[src/rtl/branch_cond_pkg.sv]
// Shared definitions for the conditional-branch sequencer: FSM state
// encodings, branch opcodes, ALU operation codes and condition-mux selects.
// Optional feature macro (used by branch_cond_ctrl): BRANCH_COND_BLE_BGT_EN
package branch_cond_pkg;

  typedef logic [1:0] state_t;

  localparam state_t ST_IDLE    = 2'd0;
  localparam state_t ST_COMPARE = 2'd1;
  localparam state_t ST_RESOLVE = 2'd2;
  localparam state_t ST_DONE    = 2'd3;

  localparam logic [5:0] OPC_BEQ = 6'h04;
  localparam logic [5:0] OPC_BNE = 6'h05;
  localparam logic [5:0] OPC_BLE = 6'h06;
  localparam logic [5:0] OPC_BGT = 6'h07;

  localparam logic [2:0] ALU_NOP = 3'b000;
  localparam logic [2:0] ALU_SUB = 3'b010;

  localparam logic [1:0] SEL_ZERO  = 2'b00;
  localparam logic [1:0] SEL_NZERO = 2'b01;
  localparam logic [1:0] SEL_GT    = 2'b10;

endpackage

[src/rtl/branch_flag_reg.sv]
// The three registered ALU flags that feed the condition mux data inputs.
// They load together on 'load' and otherwise hold; reset clears all three.
module branch_flag_reg (
  input  logic clk,
  input  logic reset_n,
  input  logic load,
  input  logic zero_d,
  input  logic nzero_d,
  input  logic gt_d,
  output logic flag_zero,
  output logic flag_nzero,
  output logic flag_gt
);

  // Capture the flag set when loaded, hold it otherwise
  always_ff @(posedge clk) begin
    if (!reset_n) begin
      flag_zero  <= 1'b0;
      flag_nzero <= 1'b0;
      flag_gt    <= 1'b0;
    end else if (load) begin
      flag_zero  <= zero_d;
      flag_nzero <= nzero_d;
      flag_gt    <= gt_d;
    end
  end

endmodule

[src/rtl/branch_cond_ctrl.sv]
// Multicycle conditional-branch sequencer: ALU compare, flag capture,
// condition-mux select and taken resolution, then a one-cycle PC-write pulse.
// Optional feature macro: BRANCH_COND_BLE_BGT_EN enables BLE/BGT; without it
// those opcodes are treated as illegal and the gt flag is tied low.
module branch_cond_ctrl
  import branch_cond_pkg::*;
#(
  parameter int OPC_W   = 6,
  parameter int ALUOP_W = 3
) (
  input  logic               clk,
  input  logic               reset_n,
  input  logic               start,
  input  logic [OPC_W-1:0]   opcode,
  input  logic               alu_zero,
  input  logic               alu_gt,
  input  logic               cond_in,
  output logic               flag_zero,
  output logic               flag_nzero,
  output logic               flag_gt,
  output logic [1:0]         cond_sel,
  output logic [ALUOP_W-1:0] alu_op,
  output logic               pc_write,
  output logic               busy,
  output logic               done,
  output logic               ill
);

  state_t           state;
  state_t           state_nxt;
  logic [OPC_W-1:0] opc_q;
  logic             taken_q;
  logic             ill_q;
  logic [1:0]       sel_q;

  logic             req_ok;
  logic [1:0]       res_sel;
  logic             res_inv;
  logic             gt_d;

  // Returns {supported, invert, select[1:0]} for a branch opcode
  function automatic logic [3:0] decode(input logic [OPC_W-1:0] opc);
    logic [3:0] r;
    r = {1'b0, 1'b0, SEL_ZERO};
    if (opc == OPC_W'(OPC_BEQ)) r = {1'b1, 1'b0, SEL_ZERO};
    if (opc == OPC_W'(OPC_BNE)) r = {1'b1, 1'b0, SEL_NZERO};
`ifdef BRANCH_COND_BLE_BGT_EN
    if (opc == OPC_W'(OPC_BLE)) r = {1'b1, 1'b1, SEL_GT};
    if (opc == OPC_W'(OPC_BGT)) r = {1'b1, 1'b0, SEL_GT};
`endif
    return r;
  endfunction

  // Decode the incoming request and the latched branch being resolved
  always_comb begin
    logic [3:0] dreq;
    logic [3:0] dres;
    dreq    = decode(opcode);
    dres    = decode(opc_q);
    req_ok  = dreq[3];
    res_inv = dres[2];
    res_sel = dres[1:0];
  end

`ifdef BRANCH_COND_BLE_BGT_EN
  assign gt_d = alu_gt;
`else
  logic unused_alu_gt;
  assign unused_alu_gt = alu_gt;
  assign gt_d          = 1'b0;
`endif

  // Next-state logic: illegal requests skip straight to DONE
  always_comb begin
    state_nxt = state;
    case (state)
      ST_IDLE:    if (start) state_nxt = req_ok ? ST_COMPARE : ST_DONE;
      ST_COMPARE: state_nxt = ST_RESOLVE;
      ST_RESOLVE: state_nxt = ST_DONE;
      default:    state_nxt = ST_IDLE;
    endcase
  end

  // State, latched opcode, illegal flag, taken and held mux select
  always_ff @(posedge clk) begin
    if (!reset_n) begin
      state   <= ST_IDLE;
      opc_q   <= '0;
      taken_q <= 1'b0;
      ill_q   <= 1'b0;
      sel_q   <= SEL_ZERO;
    end else begin
      state <= state_nxt;
      case (state)
        ST_IDLE: begin
          if (start) begin
            if (req_ok) begin
              opc_q <= opcode;
              ill_q <= 1'b0;
            end else begin
              ill_q   <= 1'b1;
              taken_q <= 1'b0;
            end
          end
        end
        ST_RESOLVE: begin
          taken_q <= cond_in ^ res_inv;
          sel_q   <= res_sel;
        end
        default: ;
      endcase
    end
  end

  branch_flag_reg u_flags (
    .clk        (clk),
    .reset_n    (reset_n),
    .load       (state == ST_COMPARE),
    .zero_d     (alu_zero),
    .nzero_d    (~alu_zero),
    .gt_d       (gt_d),
    .flag_zero  (flag_zero),
    .flag_nzero (flag_nzero),
    .flag_gt    (flag_gt)
  );

  assign cond_sel = (state == ST_RESOLVE) ? res_sel : sel_q;
  assign alu_op   = (state == ST_COMPARE) ? ALUOP_W'(ALU_SUB) : ALUOP_W'(ALU_NOP);
  assign busy     = (state != ST_IDLE);
  assign done     = (state == ST_DONE);
  assign pc_write = (state == ST_DONE) & taken_q;
  assign ill      = (state == ST_DONE) & ill_q;

endmodule

[config.mk]
export PLATFORM = sky130hd
export DESIGN_NAME = branch_cond_ctrl
export DESIGN_NICKNAME = d
export VERILOG_FILES = /design/src/rtl/branch_cond_pkg.sv /design/src/rtl/branch_flag_reg.sv /design/src/rtl/branch_cond_ctrl.sv
export SDC_FILE = /design/constraint.sdc
export NUM_CORES = 1
export LEC_CHECK = 0
export ABC_AREA = 1
export BUFFER_PORTS_ARGS = -buffer_cell sky130_fd_sc_hd__buf_2
export CAP_MARGIN = 20
export CORE_UTILIZATION = 35
export DETAILED_ROUTE_END_ITERATION = 16
export PLACE_DENSITY = 0.67
export SYNTH_ARGS = -nofsm -noshare
export SYNTH_HDL_FRONTEND = slang
export SYNTH_SLANG_ARGS = --single-unit
export TNS_END_PERCENT = 10
[constraint.sdc]
create_clock -name clk -period 1.7 [get_ports clk]
set_clock_uncertainty 0.2 [all_clocks]
set_input_delay 0.255 -clock clk [delete_from_list [all_inputs] [get_ports clk]]
set_output_delay 0.255 -clock clk [all_outputs]
set_load 0.05 [all_outputs]
==> results.md <==
* Status: finished, violations left
* Failing checks: negative hold slack
* Routed WL at ~1200 um
* # H-tree levels at 1
* Slew Viols, Final at 0
* Hold_ws at -2.22 ps
* Tcrit/Tclk final at slightly below 100%
* Hold violation total from the final report at 1
* Share of cells above drive strength 1 at 33.0%
* Power per Cell Area at between 1000 and 1500 nW/um2
* Placed Cells at about 130
* Met3 Use GR at under 10%
* Commonest non-fill, non-tap cell in the layout: nand2_1
* Fin nets at roughly 130
* CP startpoint: state[0]
* Crit Path Class: reg -> out
* DP Wirelength at approximately 940 um
* Total power at around 0.0012 W
* WP buf/inv at 2
* Register area share after synthesis at approximately 41%
* Vias per inst at about 4.4
* Via count of the first global-routing pass at ~530
* I/O Buffers at 19
* Routed length per instance at roughly 8.7 um
* Yosys cell types at 20
* HP Class: in -> reg
* Largest cells by area after synthesis: dfxtp_1 (41%), nand2_1 (9.4%), ha_1 (9.2%)
* Fillers at around 180
* Starting Density at between 30% and 40%
* HP Start: opcode[0]
* Die height at ~46 um
* Total grt overflow at 0
* Cell Area, Synth at 677 um2
* Max Cap Violations at 0
* DRC errors left at 0
* CTS root buf: clkbuf_4
* Met1 usage at between 10% and 20%
* Share of the synthesized area in the top cell type at 41.4%
* Clock latency at the later pin of the worst-skew pair at roughly 280 ps
* DRT Pass-1 Iters at 3
* Diodes inserted at 0
* Die width at 46.0 um
* CORE AREA at between 1500 and 2000 um2
* Worst EP arrival at 1200 ps
* CP max FO at 6
* Final setup fails at 0
* Num CTS Buffers at 3
* Seq cells post-synth at 14
* Worst VDD drop at about 0.0011 V
* Final Core Density at ~52%
* Critical Path End Type: output port
* DR iter-0 viols at 4
* Gp weighted congestion at about 0.70
* Fin cells at 140
* Clock Sinks at 14
* First-pass GRT wire length at just over 2000 um
* Mean Syn Cell Area at between 7 and 8 um2
* Synthesized instance count at 90
* Final ANT Viol Nets at 0
* Leakage power at around 0.46 nW
* Worst path slowest cell: dfxtp_1
* Tmin final at 1660 ps
* Synth warn at 0
* CP peak stage delay at approximately 330 ps
* CTS tree: built
* Most frequent cells in the layout: nand2_1 (17), inv_1 (14), dfxtp_1 (13), buf_2 (13), nor2_1 (10)
* Max Root-Sink Buffers at 2
* Row count at 15
* Family with the most delay on the worst path: flip-flops
* Routed via count at 614
* I/O Pins at 24
* Area Overhead vs Synth at 35.5%
* Dominant cell type by area after synthesis: dfxtp_1
* Clock slew at reported path FFs at roughly 90 ps
* Startpoint class of the critical path: flop
* Crit-path cells: inv_2 -> ha_4 -> nand4_1 -> nand2_1 -> buf_6
* Layer with the highest usage: met2
* Critical path required time at approximately 1200 ps
* Launch point of the worst reg-to-reg path: state[1]
* M2 GR Usage at 24.8%
* RSZ-0062 raised after global routing: true
* Largest net degree at the start of global routing at 9
* Initial antenna violation count at 0
* Die Area at around 2100 um2
* GRT Total Usage at ~14%
* Fmax at roughly 600 MHz
logic make-up after synthesis:
family,Yosys count,share of synthesized area (%)
flops,14,41.4
compound gates,11,8.50
other cells,1,0.554
buf+inv,22,14.6
simple gates,37,25.7
fa+ha+maj,5,9.24
synth_stat cells:
library cell and count:
nand4_1 1, inv_1 16, o21ai_1 2, clkinv_2 1, a21oi_1 6, or2_0 1
conb_1 1, buf_4 4, nand3b_1 1, nor2_1 11, o21ai_0 2, a21boi_1 1
nand2_1 17, ha_1 5, inv_2 1, dfxtp_1 14, nor3_1 2, nor2_2 2
nand4_4 1, nand3_1 1
state kept, by name (all words and copies together), names as in the netlist:
register and flops:
ill_q 1, opc_q 6, u_flags.flag_nzero 1, sel_q 2, u_flags.flag_zero 1, state 2
taken_q 1
through the flow:
step | hold WS [ps] | setup slack (ps) | instance area (um2) | TNS, ps
global placement | 220 | 143 | 798 | 0
CTS | 2.64 | -5.36 | 882 | -5.36
detailed placement | 226 | 105 | 798 | 0
global route | 43.2 | -21.3 | 917 | -21.3
floorplan | 144 | -50.0 | 687 | -100
finish | -2.22 | 41.6 | 917 | 0
timing repair:
item / CTS / global route
pin swaps: 0 / 2
hold endpoints to repair: 1 / 0
hold buffers: 1 / 0
gates resized for setup: 12 / 8
setup buffers: 0 / 1
endpoints found under the setup margin: 6 / 7
report_power, final:
part / total (W) / internal (W) / switching, W
logic: 0.000576 / 0.000206 / 0.000369
clock network: 0.000240 / 0.000130 / 0.000110
registers: 0.000413 / 0.000381 / 0.0000324
final timing paths:
| check | depth (start not counted) | endpoint | slack [ps] |
|---|---|---|---|
| worst max-delay path | 5 | cond_sel[0] | 40 |
| worst min-delay path | 3 | opc_q[0] | -2 |
| worst max register to register | 7 | opc_q[3] | 290 |
| worst min register to register | 2 | opc_q[1] | 230 |
metal layers:
metal  up-vias  routed length [um]
li1        322                   -
met1       274                 517
met2        14                 628
met3         4                  44
met4         0                  28
met5         -                   0
tightest hold or removal path, cell delays in order:
cell     delay (ps)
buf_2            70
o21ai_1          50
nor2_1           60
area by class of cell:
| class | instances | area [um2] | share of cell area, % |
|---|---|---|---|
| clock buffer | 4 | 36.3 | 3.96 |
| inverter | 18 | 68.8 | 7.50 |
| multi-input combinational | 56 | 335 | 36.6 |
| sequential | 14 | 284 | 31.0 |
| tap | 25 | 31.3 | 3.41 |
| timing repair buffer | 23 | 161 | 17.6 |
No activity file was read; power rests on OpenSTA's default activity.
